## src/rtl/uart_pkg.sv

```systemverilog
// Shared UART definitions: receiver FSM states and baud timing helpers.
package uart_pkg;

    localparam int DEFAULT_OVERSAMPLE = 16;

    typedef enum logic [1:0] {
        IDLE,
        START,
        DATA,
        STOP
    } rx_state_e;

    // Rounded system-clock cycles per oversampling tick.
    function automatic int tick_div(
        input longint freq,
        input longint baud,
        input longint os
    );
        longint den;
        den = baud * os;
        return int'((freq + den / 2) / den);
    endfunction

endpackage

```

## src/rtl/uart_tick_gen.sv

```systemverilog
// Divisor counter producing a one-cycle tick every p_div cycles.
module uart_tick_gen #(
    parameter int p_div = 27
) (
    input  logic i_clk,
    input  logic i_rst,
    input  logic i_clr,
    output logic o_tick
);

    localparam int CW = (p_div > 1) ? $clog2(p_div) : 1;
    localparam logic [CW-1:0] LAST = CW'(p_div - 1);

    logic [CW-1:0] cnt_q;

    always_ff @(posedge i_clk or negedge i_rst) begin
        if (!i_rst) begin
            cnt_q <= '0;
        end else if (i_clr || cnt_q == LAST) begin
            cnt_q <= '0;
        end else begin
            cnt_q <= cnt_q + 1'b1;
        end
    end

    assign o_tick = (cnt_q == LAST) && !i_clr;

endmodule

```

## src/rtl/uart_rx.sv

```systemverilog
// 8N1 serial receiver with oversampled bit timing and valid/ready byte output.
module uart_rx
    import uart_pkg::*;
#(
    parameter int p_input_freq = 50_000_000,
    parameter int p_baud       = 115_200,
    parameter int p_oversample = DEFAULT_OVERSAMPLE,
    parameter int p_data_bits  = 8
) (
    input  logic                   i_clk,
    input  logic                   i_rst,
    input  logic                   i_rx,
    output logic [p_data_bits-1:0] o_data,
    output logic                   o_valid,
    input  logic                   i_ready,
    output logic                   o_frame_err,
    output logic                   o_overrun
);

    localparam int DIV = tick_div(p_input_freq, p_baud, p_oversample);
    localparam int TW  = $clog2(p_oversample);
    localparam int BW  = (p_data_bits > 1) ? $clog2(p_data_bits) : 1;

    localparam logic [TW-1:0] T_HALF = TW'(p_oversample / 2 - 1);
    localparam logic [TW-1:0] T_FULL = TW'(p_oversample - 1);
    localparam logic [BW-1:0] B_LAST = BW'(p_data_bits - 1);

    logic       rx_meta_q;
    logic       rx_s_q;
    logic       rx_hi_q;
    logic [1:0] fill_q;
    logic       fall;

    rx_state_e              state_q, state_d;
    logic [TW-1:0]          tcnt_q, tcnt_d;
    logic [BW-1:0]          bcnt_q, bcnt_d;
    logic [p_data_bits-1:0] shift_q, shift_d;
    logic                   brk_q, brk_d;

    logic tick;
    logic tick_clr;
    logic byte_done;
    logic stop_bad;

    // fill_q marks when the synchronizer holds real line samples rather
    // than its reset value, so a line held low since reset is no edge.
    always_ff @(posedge i_clk or negedge i_rst) begin
        if (!i_rst) begin
            rx_meta_q <= 1'b1;
            rx_s_q    <= 1'b1;
            fill_q    <= 2'b00;
            rx_hi_q   <= 1'b0;
        end else begin
            rx_meta_q <= i_rx;
            rx_s_q    <= rx_meta_q;
            fill_q    <= {fill_q[0], 1'b1};
            rx_hi_q   <= fill_q[1] & rx_s_q;
        end
    end

    assign fall = rx_hi_q & ~rx_s_q;

    uart_tick_gen #(
        .p_div(DIV)
    ) u_tick (
        .i_clk (i_clk),
        .i_rst (i_rst),
        .i_clr (tick_clr),
        .o_tick(tick)
    );

    always_ff @(posedge i_clk or negedge i_rst) begin
        if (!i_rst) begin
            state_q <= IDLE;
            tcnt_q  <= '0;
            bcnt_q  <= '0;
            shift_q <= '0;
            brk_q   <= 1'b0;
        end else begin
            state_q <= state_d;
            tcnt_q  <= tcnt_d;
            bcnt_q  <= bcnt_d;
            shift_q <= shift_d;
            brk_q   <= brk_d;
        end
    end

    always_comb begin
        state_d   = state_q;
        tcnt_d    = tcnt_q;
        bcnt_d    = bcnt_q;
        shift_d   = shift_q;
        brk_d     = brk_q;
        tick_clr  = 1'b0;
        byte_done = 1'b0;
        stop_bad  = 1'b0;
        unique case (state_q)
            IDLE: begin
                if (fall) begin
                    tick_clr = 1'b1;
                    tcnt_d   = '0;
                    bcnt_d   = '0;
                    state_d  = START;
                end
            end
            START: begin
                if (tick) begin
                    if (tcnt_q == T_HALF) begin
                        tcnt_d  = '0;
                        state_d = rx_s_q ? IDLE : DATA;
                    end else begin
                        tcnt_d = tcnt_q + 1'b1;
                    end
                end
            end
            DATA: begin
                if (tick) begin
                    if (tcnt_q == T_FULL) begin
                        tcnt_d  = '0;
                        shift_d = {rx_s_q, shift_q[p_data_bits-1:1]};
                        bcnt_d  = bcnt_q + 1'b1;
                        if (bcnt_q == B_LAST) begin
                            state_d = STOP;
                        end
                    end else begin
                        tcnt_d = tcnt_q + 1'b1;
                    end
                end
            end
            STOP: begin
                // After a bad stop bit, hold here until the line recovers
                // so a break cannot start a new frame.
                if (brk_q) begin
                    if (rx_s_q) begin
                        brk_d   = 1'b0;
                        state_d = IDLE;
                    end
                end else if (tick) begin
                    if (tcnt_q == T_FULL) begin
                        tcnt_d = '0;
                        if (rx_s_q) begin
                            byte_done = 1'b1;
                            state_d   = IDLE;
                        end else begin
                            stop_bad = 1'b1;
                            brk_d    = 1'b1;
                        end
                    end else begin
                        tcnt_d = tcnt_q + 1'b1;
                    end
                end
            end
            default: begin
                state_d = IDLE;
            end
        endcase
    end

    always_ff @(posedge i_clk or negedge i_rst) begin
        if (!i_rst) begin
            o_data      <= '0;
            o_valid     <= 1'b0;
            o_frame_err <= 1'b0;
            o_overrun   <= 1'b0;
        end else begin
            o_frame_err <= stop_bad;
            o_overrun   <= byte_done & o_valid & ~i_ready;
            if (byte_done && (!o_valid || i_ready)) begin
                o_data  <= shift_q;
                o_valid <= 1'b1;
            end else if (o_valid && i_ready) begin
                o_valid <= 1'b0;
            end
        end
    end

endmodule
```

## config.mk

```make
export PLATFORM = sky130hd
export DESIGN_NAME = uart_rx
export DESIGN_NICKNAME = d
export VERILOG_FILES = /design/src/rtl/uart_pkg.sv /design/src/rtl/uart_tick_gen.sv /design/src/rtl/uart_rx.sv
export SDC_FILE = /design/constraint.sdc
export NUM_CORES = 1
export LEC_CHECK = 0
export BUFFER_PORTS_ARGS = -buffer_cell sky130_fd_sc_hd__buf_2
export CORE_ASPECT_RATIO = 1.2
export CORE_MARGIN = 4
export CORE_UTILIZATION = 58
export DETAILED_ROUTE_END_ITERATION = 16
export PLACE_DENSITY = 0.78
export SKIP_CTS_REPAIR_TIMING = 1
export SYNTH_ARGS = -nofsm -noshare
export SYNTH_HDL_FRONTEND = slang
export SYNTH_SLANG_ARGS = --single-unit
```

## constraint.sdc

```tcl
create_clock -name i_clk -period 2.1 [get_ports i_clk]
set_input_delay 0.42 -clock i_clk [delete_from_list [all_inputs] [get_ports i_clk]]
set_output_delay 0.42 -clock i_clk [all_outputs]
set_load 0.02 [all_outputs]
```

* Word-level counts from Yosys, hierarchy flattened *
Cells that the tools add are included.

word-level totals
  register bits = 39
  input bits = 4

cells by class
  $add $sub $neg = 3
  equality and inequality tests = 16
  mux-type cells = 39
  bitwise gates (word level) = 6
  reductions and logical operators = 14

operators by type and width
  kind                                            number
  2-to-1 mux 4 bit                                6
  2-to-1 mux 2 bit                                11
  case mux 4 bit (4 select lines)                 1
  2-to-1 mux 1 bit                                15
  inequality test 2 bit (second input constant)   7
  2-to-1 mux 3 bit                                3
  case mux 2 bit (4 select lines)                 1
  AND reduction 8 bit                             1
  inequality test 3 bit (second input constant)   2
  case mux 3 bit (2 select lines)                 1
  AND reduction 3 bit                             2
  adder 5 x 1 -> 5 bit (second input constant)    1
  == test 5 bit (second input constant)           1
  2-to-1 mux 5 bit                                1
  adder 4 x 1 -> 4 bit (second input constant)    1
  bitwise AND 1 bit                               4
  == test 2 bit (second input constant)           2
  == test 4 x 3 -> 1 bit (second input constant)  1
  == test 4 bit (second input constant)           1
  AND reduction 4 bit                             1
  nonzero test 2 bit                              2
  adder 3 x 1 -> 3 bit (second input constant)    1
  == test 3 bit (second input constant)           1
  logical AND 1 bit                               3
  other kinds (5)                                 8

* Logic depth before layout (Yosys ltp) *
  word-level depth = 11
  mapped depth = 7
  depth with buffers taken out = 6

* Cells and area by module *
Synthesis repeated with hierarchy kept, for this count alone.

unflattened totals
  cells, all modules = 146
  area total of the unflattened synthesis = 1766.7 um2

modules (own cells, without submodules)
  module         instances  cells an instance  area an instance (um2)
  uart_rx        1          123                1491.4
  uart_tick_gen  1          23                 275.3

* Least setup slack after synthesis *
No wires, ideal clock.

  path type = flip-flop to flip-flop
  from = register u_tick.cnt_q[0]
  to = register shift_q[1]
  setup time = 0.125 ns
  arrival = 1.744 ns
  data required time = 1.975 ns
  path slack = 0.231 ns
  cell stages (with the launch flop) = 8
  buffers on the path = 1
  clock period less this slack = 1.869 ns
  cells stage by stage = dfrtp_1 > inv_1 > ha_1 > nand4b_4 > or3_4 > nor2_4 > buf_12 > mux2_4

on the way
  cells in the longest elaborated chain, start to end = 3

RTL lines
  what                                  line                 source
  start, declared                       uart_tick_gen.sv:14  logic [CW-1:0] cnt_q;
  start signal, assigned                uart_tick_gen.sv:22  cnt_q <= cnt_q + 1'b1;
  == test 5 bit                         uart_tick_gen.sv:26  assign o_tick = (cnt_q == LAST) && !i_clr;
  logical AND 1 bit                     uart_tick_gen.sv:26
  AND reduction 3 bit (no source line)  n/a
  end signal, assigned                  uart_rx.sv:83        shift_q <= shift_d;
  end, declared                         uart_rx.sv:37        logic [p_data_bits-1:0] shift_q, shift_d;

No other way between the ends.
A chain may end at the register's enable or synchronous reset.

* Worst setup path after layout *
  from = register u_tick.cnt_q[0]
  to = register shift_q[0]

The elaborated chain is that of the path after synthesis.

==> results.py <==
metrics = {
    "status": {
        "status": "finished clean",
    },
    "cts": {
        "cts_tree": "built",
        "root_buffer": "clkbuf_4",
        "cts_buffers": 5,
        "cts_sinks": 39,
        "htreeDepth": 2,
        "cts_buffer_depth": 2,
        "clock_latency_ns": 0.35,
        "clk_pin_slew_worst_paths_ns": 0.12,
    },
    "timing": {
        "fin_skew_ns": 0.01250,
        "max-slew-margin-rel_pct": 44.89,
        "tns_ns": 0,
        "min_period_over_period_pct": 95.34,
        "worst_slew_pin_slew_ns": 0.8266,
        "max_freq_ghz": 0.4995,
        "finalHoldViolations": 0,
        "slew_viol_final": 0,
        "holdWs_ns": 0.1558,
        "setup_viol": 0,
        "fin_ws_ns": 0.09793,
        "timing.final.crit_period_ns": 2.002,
        "rsz0062_at_grt": "false",
    },
    "power_and_ir_drop": {
        "power_frac_seq_pct": 53.7,
        "p_per_area_nw_per_um2": 875.6,
        "ir_drop_v": 0.0006280,
        "switching_power_uw": 474.6,
        "p_int_mw": 1.256,
        "clkPwrFrac_pct": 29.9,
        "sw_frac_of_total_pct": 27.42,
        "power_mw": 1.731,
        "p_leak_nw": 0.9829,
        "comb_power_share_pct": 16.3,
    },
    "synthesis": {
        "synth_seq_cells": 39,
        "synth_warnings": 0,
        "syn_inst": 131,
        "synth_area_um2": 1768,
        "syn_area_per_cell_um2": 13.50,
        "yosysSeqAreaShare_pct": 55.34,
        "synthesis.nets": 140,
        "yosysUniqueCellTypes": 38,
    },
    "placement": {
        "portBuffers": 14,
        "dp_hpwl_um": 2155,
        "dpl_cell_area_um2": 1891,
        "gp_congestion": 0.8286,
        "post-place-ws_ns": 0.1120,
    },
    "routing": {
        "maxUsedRoutingLayer": "met4",
        "first_iter_violations": 32,
        "ant_nets": 0,
        "wl_met2_um": 1450,
        "dr.pass1.iters": 4,
        "totalWireLength_um": 3028,
        "post_drt_wl_per_cell_um": 15.94,
        "wl_met1_um": 1364,
        "wl_met3_um": 109,
        "vias": 1088,
        "drcViolationCount": 0,
        "via_per_inst": 5.726,
    },
    "critical_path": {
        "cp-start-kind": "flop",
        "worst_setup_path_end_kind": "flop",
        "required_ns": 2.34,
        "worstPathMaxFanout": 6,
        "r2r_setup_slack_ns": 0.1,
        "arrival_ns": 2.24,
        "crit_type": "flop to flop",
    },
    "global_route": {
        "grt_pass1_vias": 1144,
        "grt_antenna_before_repair": 0,
        "grt_pass1_wl_um": 5354,
        "grt_max_degree": 40,
        "grt.total_usage_pct": 18.34,
        "overflow": 0,
    },
    "final_layout": {
        "layout_common_cells": "dfrtp_1 (37), buf_2 (14), mux2_2 (11), nor2_1 (10), mux2_4 (7)",
        "mostFrequentLayoutCell": "dfrtp_1",
        "stdcell_area_um2": 1977,
        "syn2layout_area_growth_pct": 11.82,
        "nets": 164,
        "layout-drive-gt1-share_pct": 35.90,
        "antennaDiodeCount": 0,
    },
    "die": {
        "die_y_um": 68.48,
        "die_area_um2": 3999,
        "die_w_um": 58.40,
        "io_pins": 15,
        "rows": 21,
        "core_um2": 2864,
        "initial_core_util_pct": 61.73,
    },
    "run": {
        "drv_cap": 0,
    },
    "worst_hold_path": {
        "hold_class": "input port to asynchronous set/reset pin",
    },
}
-- cells in the mapped netlist --
cell type / count / area, um2
mux2_2: 11 / 123.9
or3_4: 1 / 11.26
and2_1: 2 / 12.51
a21oi_1: 4 / 20.02
inv_1: 3 / 11.26
xor2_1: 2 / 17.52
nor2_4: 1 / 11.26
ha_1: 5 / 62.56
o21a_1: 1 / 7.510
and4_1: 1 / 8.760
o21ai_0: 5 / 25.02
o41ai_2: 1 / 16.27
nand2_1: 3 / 11.26
nor3_4: 1 / 16.27
xnor2_1: 1 / 8.760
buf_4: 2 / 15.01
a32oi_1: 1 / 8.760
conb_1: 1 / 3.750
or2_4: 1 / 8.760
nor2_1: 10 / 37.54
buf_12: 1 / 20.02
nand4b_4: 2 / 47.55
a31oi_1: 1 / 6.260
nand3_1: 5 / 25.02
nand2b_1: 2 / 12.51
a211oi_1: 1 / 7.510
o31ai_1: 4 / 30.03
mux2_4: 7 / 105.1
o21bai_1: 2 / 15.01
a32o_1: 1 / 10.01
o2bb2ai_1: 1 / 8.760
nor4_1: 2 / 12.51
and3b_1: 1 / 8.760
a22o_1: 3 / 26.28
dfrtp_1: 37 / 925.9
nand3b_1: 1 / 7.510
or3b_2: 1 / 8.760
dfstp_2: 2 / 52.55
-- final cells by class --
cell class | instances | area, um2
flip-flops and latches | 39 | 978.4
fillers | 209 | 887.1
multi-input cells | 86 | 743.2
repair buffers | 20 | 115.1
clock buffers | 6 | 51.30
well taps | 34 | 42.54
clock inverters | 2 | 35.03
inverters | 3 | 11.26
-- logic make-up (layout without fill, tap and decap cells) --
| group | Yosys count | after routing | share of synthesized area, % |
|---|---|---|---|
| flops | 39 | 39 | 55.34 |
| simple gates | 34 | 34 | 13.59 |
| compound gates | 25 | 25 | 10.26 |
| mux | 18 | 18 | 12.95 |
| buf+inv | 6 | 31 | 2.618 |
| fa+ha+maj | 5 | 5 | 3.539 |
| xor+xnor | 3 | 3 | 1.486 |
| other cells | 1 | 1 | 0.2121 |
-- worst max-delay path: stages (launching register included) --
cell	delay [ns]
dfrtp_1	0.42
inv_1	0.07
ha_1	0.19
nand4b_4	0.16
or3_4	0.45
nor2_4	0.11
buf_4	0.17
mux2_2	0.33
-- final timing paths --
| check | startpoint | to | cells after the start |
|---|---|---|---|
| worst max-delay path | u_tick.cnt_q[0]$_DFF_PN0_ | shift_q[0]$_DFFE_PN0P_ | 7 |
| worst min-delay path | i_rst | o_data[3]$_DFFE_PN0P_ | 1 |
| worst max register to register | u_tick.cnt_q[0]$_DFF_PN0_ | shift_q[0]$_DFFE_PN0P_ | 7 |
| worst min register to register | rx_meta_q$_DFF_PN1_ | rx_s_q$_DFF_PN1_ | 0 |
| max in group asynchronous | i_rst | fill_q[0]$_DFF_PN0_ | 1 |
| min in group i_clk | i_rx | rx_meta_q$_DFF_PN1_ | 1 |
-- power by group through the flow --
stage / Combinational (mW) / Clock [mW] / Sequential [mW]
after floorplan: 0.216 / 0 / 0.926
after global placement: 0.264 / 0 / 0.937
after detailed placement: 0.283 / 0 / 0.945
after CTS: 0.285 / 0.529 / 0.930
after global routing: 0.330 / 0.560 / 0.942
final: 0.282 / 0.518 / 0.930
-- state kept, by name, summed over array words and instances, names as in the netlist, named ones only --
signal	flops
state_q	1
shift_q	8
rx_hi_q	1
rx_meta_q	1
bcnt_q	3
tcnt_q	4
brk_q	1
u_tick.cnt_q	5
rx_s_q	1
o_overrun	1
o_frame_err	1
o_valid	1
o_data	8
fill_q	2
-- metal layers --
metal  global-route usage, %  vias to the layer above
met5                       0                        -
met4                   11.01                        0
met3                   4.528                       13
met2                   28.77                       22
met1                   22.85                      530
li1                        -                      523
-- per-stage QoR --
step           utilization, %  instances
2_1_floorplan               -        131
3_5_place_dp            66.01        182
4_1_cts                 69.03        190
5_1_grt                 69.03        190
6_report                69.03        190
3_3_place_gp            66.01        182
Note: power is estimated with default switching activity, not from simulation.
